## src/rtl/alu_arbiter.sv

```systemverilog
// Round-robin arbiter sharing one combinational ALU between two requesters, single-entry result slot.
// Latency: result is valid the cycle after the requester's ready.
// Backpressure: when the slot is full and rsp_ready is low, no request is accepted and the response holds.
module alu_arbiter #(
  parameter int WIDTH = 32,
  parameter int CNT_W = 16
) (
  input  logic             clk,
  input  logic             rst_n,
  input  logic             r0_valid,
  output logic             r0_ready,
  input  logic [WIDTH-1:0] r0_a,
  input  logic [WIDTH-1:0] r0_b,
  input  logic [3:0]       r0_op,
  input  logic             r1_valid,
  output logic             r1_ready,
  input  logic [WIDTH-1:0] r1_a,
  input  logic [WIDTH-1:0] r1_b,
  input  logic [3:0]       r1_op,
  output logic             rsp_valid,
  input  logic             rsp_ready,
  output logic             rsp_id,
  output logic [WIDTH-1:0] rsp_data,
  output logic             rsp_err,
  output logic [CNT_W-1:0] stall_cnt
);

  typedef enum logic {EMPTY = 1'b0, FULL = 1'b1} state_t;

  typedef struct packed {
    logic [WIDTH-1:0] a;
    logic [WIDTH-1:0] b;
    logic [3:0]       op;
  } req_t;

  state_t           state_q, state_d;
  logic             last_grant_q, last_grant_d;
  logic             rsp_id_q, rsp_id_d;
  logic [WIDTH-1:0] rsp_data_q, rsp_data_d;
  logic             rsp_err_q, rsp_err_d;
  logic [CNT_W-1:0] stall_cnt_q, stall_cnt_d;

  logic             grant;
  logic             accept;
  req_t             req_sel;
  logic [4:0]       shamt;
  logic [WIDTH-1:0] alu_res;
  logic             alu_err;

  always_comb begin
    if (r0_valid && r1_valid) grant = ~last_grant_q;
    else                      grant = r1_valid;
  end

  // Gated by rst_n so neither requester sees ready while reset is asserted.
  assign accept   = rst_n && (r0_valid || r1_valid) && ((state_q == EMPTY) || rsp_ready);
  assign r0_ready = accept && !grant;
  assign r1_ready = accept && grant;

  always_comb begin
    req_sel = grant ? '{a: r1_a, b: r1_b, op: r1_op} : '{a: r0_a, b: r0_b, op: r0_op};
  end

  assign shamt = req_sel.b[4:0];

  always_comb begin
    alu_res = '0;
    alu_err = 1'b0;
    case (req_sel.op)
      4'b0000: alu_res = req_sel.a + req_sel.b;
      4'b1000: alu_res = req_sel.a - req_sel.b;
      4'b0001: alu_res = req_sel.a << shamt;
      4'b0010: alu_res = {{(WIDTH-1){1'b0}}, ($signed(req_sel.a) < $signed(req_sel.b))};
      4'b0011: alu_res = {{(WIDTH-1){1'b0}}, (req_sel.a < req_sel.b)};
      4'b0100: alu_res = req_sel.a ^ req_sel.b;
      4'b0101: alu_res = req_sel.a >> shamt;
      4'b1101: alu_res = $unsigned($signed(req_sel.a) >>> shamt);
      4'b0110: alu_res = req_sel.a | req_sel.b;
      4'b0111: alu_res = req_sel.a & req_sel.b;
      default: alu_err = 1'b1;
    endcase
  end

  always_comb begin
    state_d      = state_q;
    last_grant_d = last_grant_q;
    rsp_id_d     = rsp_id_q;
    rsp_data_d   = rsp_data_q;
    rsp_err_d    = rsp_err_q;
    stall_cnt_d  = stall_cnt_q;

    if ((state_q == FULL) && !rsp_ready && (stall_cnt_q != {CNT_W{1'b1}}))
      stall_cnt_d = stall_cnt_q + CNT_W'(1);

    if (accept) begin
      state_d      = FULL;
      last_grant_d = grant;
      rsp_id_d     = grant;
      rsp_data_d   = alu_res;
      rsp_err_d    = alu_err;
    end else if ((state_q == FULL) && rsp_ready) begin
      state_d = EMPTY;
    end
  end

  always_ff @(posedge clk or negedge rst_n) begin
    if (!rst_n) begin
      state_q      <= EMPTY;
      last_grant_q <= 1'b1;
      rsp_id_q     <= 1'b0;
      rsp_data_q   <= '0;
      rsp_err_q    <= 1'b0;
      stall_cnt_q  <= '0;
    end else begin
      state_q      <= state_d;
      last_grant_q <= last_grant_d;
      rsp_id_q     <= rsp_id_d;
      rsp_data_q   <= rsp_data_d;
      rsp_err_q    <= rsp_err_d;
      stall_cnt_q  <= stall_cnt_d;
    end
  end

  assign rsp_valid = (state_q == FULL);
  assign rsp_id    = rsp_id_q;
  assign rsp_data  = rsp_data_q;
  assign rsp_err   = rsp_err_q;
  assign stall_cnt = stall_cnt_q;

endmodule

```

## config.mk

```make
export PLATFORM = sky130hd
export DESIGN_NAME = alu_arbiter
export DESIGN_NICKNAME = d
export VERILOG_FILES = /design/src/rtl/alu_arbiter.sv
export SDC_FILE = /design/constraint.sdc
export NUM_CORES = 1
export LEC_CHECK = 0
export CAP_MARGIN = 20
export CORE_MARGIN = 2
export CORE_UTILIZATION = 55
export CTS_BUF_LIST = sky130_fd_sc_hd__clkbuf_4 sky130_fd_sc_hd__clkbuf_8
export DETAILED_ROUTE_END_ITERATION = 7
export PLACE_DENSITY = 0.8
export SLEW_MARGIN = 10
export SYNTH_ARGS = -nofsm -noshare
export SYNTH_HDL_FRONTEND = slang
export SYNTH_SLANG_ARGS = --single-unit
```

## constraint.sdc

```tcl
create_clock -name clk -period 8.9 [get_ports clk]
set_input_delay 1.78 -clock clk [delete_from_list [all_inputs] [get_ports clk]]
set_output_delay 1.78 -clock clk [all_outputs]
set_load 0.02 [all_outputs]
```

# Yosys cells after proc, flatten, opt, wreduce, memory -nomap -nowiden
# Cells that the tools add are included.
# Widths: inputs -> output; s select.
dict set report word_totals {
  regBits 52
  input_bits 141
  output_inout_bits 53
  elab_cells 50
}
dict set report classes {
  addsub 3
  magnitude_cmp 2
  eq_ne 10
  n_shift 3
  n_mux 6
  bitwise 5
  reduce_logical 15
}
# cell n
set ops {}
lappend ops {{$pmux 32 s10} 1}
lappend ops {{$mux 68} 1}
lappend ops {{$lt 32x32->1} 2}
lappend ops {{$add 32x32->32} 1}
lappend ops {{$and 32x32->32} 1}
lappend ops {{$or 32x32->32} 1}
lappend ops {{$shl 32x5->32} 1}
lappend ops {{$shr 32x5->32} 1}
lappend ops {{$sshr 32x5->32} 1}
lappend ops {{$sub 32x32->32} 1}
lappend ops {{$xor 32x32->32} 1}
lappend ops {{$add 16x1->16 const B} 1}
lappend ops {{$eq 4x3->1 const B} 4}
lappend ops {{$ne 16x16->1 const B} 1}
lappend ops {{$reduce_or 10->1} 1}
lappend ops {{$eq 4x2->1 const B} 2}
lappend ops {{$eq 4x4->1 const B} 2}
lappend ops {{$logic_and 1x1->1} 8}
lappend ops {{$eq 4x1->1 const B} 1}
lappend ops {{$logic_not 4->1} 1}
lappend ops {{$mux 1} 4}
lappend ops {{$logic_not 1->1} 2}
lappend ops {{$logic_or 1x1->1} 2}
lappend ops {{$not 1->1} 2}
lappend ops {{$reduce_bool 2->1} 1}

# Depth between registers and ports, before layout
dict set report logic_depth {
  ltp_word 6
  ltp_mapped 21
  ltp_nobuf 14
}

# Worst setup path before layout
# No wires, ideal clock.
dict set report synth_path {
  path_kind {input to register}
  start {in r1_valid}
  end {reg rsp_data_q[31] (netlist: rsp_data[31])}
  setup_time_ns 0.066
  t_arrival_ns 5.766
  required_time_ns 8.834
  slack_ns 3.068
  stages 21
  n_path_buf 8
  cell_sequence {a21boi_2 > buf_6 > buf_6 > buf_6 > buf_2 > buf_2 > clkbuf_1 > clkbuf_1 > nand2_1 > nand2_1 > ha_1 > clkbuf_1 > nor4b_1 > o311ai_1 > o22ai_2 > a311oi_2 > o31a_2 > o21ai_2 > nand2_1 > a2111oi_1 > o31a_1}
}
dict set report synth_between {
  elab_chain_len 5
}
# element line
set synth_rtl {}
lappend synth_rtl {{start: declaration} 15} ;# input logic r1_valid,
lappend synth_rtl {{$logic_and 1x1->1} 51} ;# if (r0_valid && r1_valid) grant = ~last_grant_q;
lappend synth_rtl {{$mux 1} 51}
lappend synth_rtl {{$mux 68} 61} ;# req_sel = grant ? '{a: r1_a, b: r1_b, op: r1_op} : '{a: r0_a, b: r0_b, op: r0_op};
lappend synth_rtl {{$sub 32x32->32, or another cell as far along} 71} ;# 4'b1000: alu_res = req_sel.a - req_sel.b;
lappend synth_rtl {{$pmux 32 s10} 69} ;# case (req_sel.op)
lappend synth_rtl {{end signal: assignment} 118} ;# rsp_data_q <= rsp_data_d;
lappend synth_rtl {{end: declaration} 39} ;# logic [WIDTH-1:0] rsp_data_q, rsp_data_d;
# Several ways; a longest one is shown, not always the timed one.
# A chain may end at the register's enable or synchronous reset.

# Final worst setup path
dict set report layout_path {
  start {in r0_valid}
  end {reg rsp_data_q[30] (netlist: rsp_data[30])}
}
dict set report layout_between {
  elab_chain_len 5
}
# element line
set layout_rtl {}
lappend layout_rtl {{start: declaration} 10} ;# input logic r0_valid,
lappend layout_rtl {{$logic_and 1x1->1} 51}
lappend layout_rtl {{$mux 1} 51}
lappend layout_rtl {{$mux 68} 61}
lappend layout_rtl {{$sub 32x32->32, or another cell as far along} 71}
lappend layout_rtl {{$pmux 32 s10} 69}
# Several ways; a longest one is shown, not always the timed one.

==> flow_results.xml <==
<?xml version="1.0" encoding="UTF-8"?>
<metrics>
  <group name="outcome">
    <metric name="result_of_the_run" unit="">completed</metric>
  </group>
  <group name="synthesis">
    <metric name="post_synth_main_area_contributors" unit="">sky130_fd_sc_hd__mux2i_1 (16%), sky130_fd_sc_hd__dfrtp_1 (9.4%), sky130_fd_sc_hd__nand2_1 (9.4%), sky130_fd_sc_hd__ha_1 (9.3%), sky130_fd_sc_hd__a21oi_1 (5.9%)</metric>
    <metric name="ys_seq_elements" unit="">52</metric>
    <metric name="synth.avg_cell_area" unit="µm²">7.09</metric>
    <metric name="fraction_of_synthesized_cell_area_taken_by_the_top_area_cell_type" unit="">0.158</metric>
    <metric name="yosys_warnings" unit="">0</metric>
    <metric name="synthesis.instances" unit="">1908</metric>
    <metric name="postSynth.asyncResetShare" unit="">1.00</metric>
    <metric name="post_synth_most_frequent_cells" unit="">sky130_fd_sc_hd__nand2_1 (338), sky130_fd_sc_hd__mux2i_1 (214), sky130_fd_sc_hd__a21oi_1 (159)</metric>
    <metric name="post-synth-top-count-cell" unit="">sky130_fd_sc_hd__nand2_1</metric>
    <metric name="synth.cell_area" unit="µm²">13500</metric>
    <metric name="synth.lib_cells_used.distinct" unit="">104</metric>
    <metric name="synth.net_count" unit="">2151</metric>
    <metric name="synth_sequential_area_ratio" unit="">0.0963</metric>
    <metric name="synth_edf_count" unit="">0</metric>
    <metric name="synth_top_cell_by_area" unit="">sky130_fd_sc_hd__mux2i_1</metric>
    <metric name="yosys_most_used_dff" unit="">sky130_fd_sc_hd__dfrtp_1</metric>
  </group>
  <group name="timing">
    <metric name="timing_worst_slew_pin_value" unit="ns">1.12</metric>
    <metric name="setup_viol" unit="">0</metric>
    <metric name="finalWorstPathRequiredPeriod" unit="ns">6.86</metric>
    <metric name="timing.final.crit_share" unit="">0.771</metric>
    <metric name="finalClockSkew" unit="ns">0.0118</metric>
    <metric name="fmaxAchievable" unit="GHz">0.146</metric>
    <metric name="final-max-slew-violation-count" unit="">0</metric>
    <metric name="max_slew_margin" unit="">0.253</metric>
    <metric name="rsz0062_at_grt" unit="">false</metric>
    <metric name="report.final.hold_viol_count" unit="">0</metric>
    <metric name="setup_tns" unit="ns">0</metric>
  </group>
  <group name="floorplan">
    <metric name="floorplan.die.height" unit="µm">161</metric>
    <metric name="initial_core_util" unit="">0.558</metric>
    <metric name="fp.coreArea" unit="µm²">24200</metric>
    <metric name="ioPinCount" unit="">194</metric>
    <metric name="die_w" unit="µm">161</metric>
    <metric name="total_die_area" unit="µm²">25900</metric>
    <metric name="placementRows" unit="">57</metric>
  </group>
  <group name="power">
    <metric name="power" unit="µW">2030</metric>
    <metric name="power_leakage" unit="µW">0.00691</metric>
    <metric name="ir_drop" unit="µV">123</metric>
    <metric name="power.density_cell_area" unit="nW/µm²">130</metric>
  </group>
  <group name="grt">
    <metric name="grt_antenna_before_repair" unit="">1</metric>
    <metric name="gr-total-overflow" unit="">0</metric>
    <metric name="grt_first_pass_wirelength" unit="µm">89500</metric>
    <metric name="grt_max_degree" unit="">63</metric>
    <metric name="first_global_vias" unit="">14949</metric>
    <metric name="total_track_usage" unit="">0.443</metric>
  </group>
  <group name="clock_network">
    <metric name="cts_sinks" unit="">52</metric>
    <metric name="count_of_hold_buffers_inserted_by_post_cts_repair" unit="">0</metric>
    <metric name="clk_root_buffer_cell" unit="">sky130_fd_sc_hd__clkbuf_8</metric>
    <metric name="clk_transition_reported_paths" unit="ns">0.12</metric>
    <metric name="cts-buffers-inserted" unit="">5</metric>
    <metric name="clock_tree.buffer_depth" unit="">2</metric>
    <metric name="htreeDepth" unit="">2</metric>
    <metric name="insertion_delay" unit="ns">0.33</metric>
    <metric name="postCtsSetupRepairBufs" unit="">0</metric>
    <metric name="cts_tree" unit="">done</metric>
    <metric name="post_cts.resized_instances" unit="">0</metric>
  </group>
  <group name="route">
    <metric name="avgRoutedWirePerCell" unit="µm">25.6</metric>
    <metric name="route.detailed.drc" unit="">0</metric>
    <metric name="firstDrtPassIters" unit="">6</metric>
    <metric name="detail_route.vias_per_cell" unit="">6.93</metric>
    <metric name="drt_iter0_drc" unit="">2270</metric>
    <metric name="route.final.wire_length" unit="µm">59700</metric>
    <metric name="antenna_violating_nets_post_route" unit="">0</metric>
    <metric name="route.vias.total" unit="">16125</metric>
  </group>
  <group name="setup_path">
    <metric name="worstPathMaxFanout" unit="">62</metric>
    <metric name="nature_of_the_critical_path_startpoint" unit="">input port</metric>
    <metric name="timing.critical_path.to_type" unit="">register</metric>
    <metric name="crit_arrival" unit="ns">7.09</metric>
    <metric name="crit_type" unit="">input port to register</metric>
    <metric name="worst_ep_required_time" unit="ns">9.13</metric>
  </group>
  <group name="placed_design">
    <metric name="gp_congestion" unit="">1.08</metric>
    <metric name="dp_hpwl" unit="µm">46300</metric>
    <metric name="port_buffers" unit="">193</metric>
  </group>
  <group name="cells_and_area">
    <metric name="multiInputGateArea" unit="µm²">11200</metric>
    <metric name="post_route_cells_drive_above_1_share" unit="">0.0659</metric>
    <metric name="finalNetCount" unit="">2245</metric>
    <metric name="num-fill-cells" unit="">2192</metric>
    <metric name="layout_stage_area_growth_over_the_synthesis_result" unit="%">15.0</metric>
    <metric name="antenna_cells_inserted" unit="">0</metric>
    <metric name="seq_area" unit="µm²">1300</metric>
  </group>
  <group name="hold_path">
    <metric name="hold_path_class" unit="">register to register</metric>
  </group>
  <group name="job">
    <metric name="maxCapViolations" unit="">0</metric>
  </group>
</metrics>
==> cells by family after synthesis <==
group | Yosys count | synth area share
and+or+nand+nor | 661 | 0.216
AOI/OAI and AO/OA | 564 | 0.287
muxes | 261 | 0.202
buffers and inverters | 226 | 0.0763
adders and majority gates | 102 | 0.0955
DFF | 52 | 0.0963
xor gates and xnor gates | 42 | 0.0272
==> report_power, final <==
part           internal, µW  switching, µW  total, µW
clock network          85.6           95.4        181
logic                   570            956       1530
registers               274           45.0        319
total                   930           1100       2030
==> stage by stage <==
stage	std cells	worst slack (ns)	utilization	hold WS [ns]	instance area (µm²)
2_1_floorplan	1908	3.07	-	0.514	13500
3_3_place_gp	2318	2.02	0.636	0.458	15400
3_5_place_dp	2319	1.87	0.637	0.468	15400
4_1_cts	2327	2.21	0.641	0.494	15500
5_1_grt	2327	1.71	0.641	0.517	15500
6_report	2327	2.04	0.641	0.495	15500
==> cell type report <==
| class | count | share of cell area |
|---|---|---|
| Multi-Input combinational cell | 1630 | 0.722 |
| Timing Repair Buffer | 225 | 0.139 |
| Sequential cell | 52 | 0.0838 |
| Tap cell | 324 | 0.0261 |
| Inverter | 88 | 0.0212 |
| Clock buffer | 5 | 0.00443 |
| Clock inverter | 3 | 0.00298 |
==> flip-flops by register name, indices dropped and copies added, names as in the netlist <==
signal        flops
stall_cnt        16
rsp_id            1
rsp_data         32
last_grant_q      1
rsp_err           1
rsp_valid         1
==> layer usage <==
layer	wire, µm	track usage
met5	16	0
met4	4110	0.252
met3	6140	0.0723
met2	26000	0.696
met1	23400	0.579
==> final timing paths <==
kind | slack (ns) | end | cells past startpoint | startpoint
max reg2reg | 3.60 | rsp_data[30] | 14 | last_grant_q
min | 0.50 | rsp_id | 1 | rsp_id
max | 2.04 | rsp_data[30] | 15 | r0_valid
min reg2reg | 0.50 | rsp_id | 1 | rsp_id
min in group asynchronous | 1.58 | rsp_id | 2 | rst_n
max in group asynchronous | 6.83 | rsp_data[15] | 2 | rst_n
==> cells in the final DEF, fill, tap and decap left out, types with 19 or more instances in the layout <==
cell	n
sky130_fd_sc_hd__o31ai_1	19
sky130_fd_sc_hd__nor3_1	31
sky130_fd_sc_hd__o211ai_1	26
sky130_fd_sc_hd__a21oi_1	159
sky130_fd_sc_hd__nor2_1	132
sky130_fd_sc_hd__nand3_1	40
sky130_fd_sc_hd__ha_1	100
sky130_fd_sc_hd__dfrtp_1	51
sky130_fd_sc_hd__mux2i_1	212
sky130_fd_sc_hd__inv_1	85
sky130_fd_sc_hd__a31oi_1	23
sky130_fd_sc_hd__buf_4	34
sky130_fd_sc_hd__nand2_1	338
sky130_fd_sc_hd__mux2_2	39
sky130_fd_sc_hd__clkdlybuf4s50_1	190
sky130_fd_sc_hd__o21ai_0	85
sky130_fd_sc_hd__a211oi_1	38
sky130_fd_sc_hd__nor2b_1	23
sky130_fd_sc_hd__xnor2_1	32
==> worst max-delay path, cell delays in order <==
cell and delay (ns):
sky130_fd_sc_hd__clkdlybuf4s50_1 0.50, sky130_fd_sc_hd__a21boi_4 0.88, sky130_fd_sc_hd__buf_4 0.48, sky130_fd_sc_hd__mux2i_4 0.33
sky130_fd_sc_hd__buf_4 0.58, sky130_fd_sc_hd__ha_1 0.33, sky130_fd_sc_hd__a21oi_1 0.09, sky130_fd_sc_hd__mux2_4 0.32
sky130_fd_sc_hd__o311ai_2 0.47, sky130_fd_sc_hd__o2111ai_1 0.34, sky130_fd_sc_hd__nand2_1 0.24, sky130_fd_sc_hd__a211oi_1 0.11
sky130_fd_sc_hd__a211oi_2 0.18, sky130_fd_sc_hd__xnor2_1 0.08, sky130_fd_sc_hd__a221o_1 0.32
No activity file was read; power rests on OpenSTA's default activity.
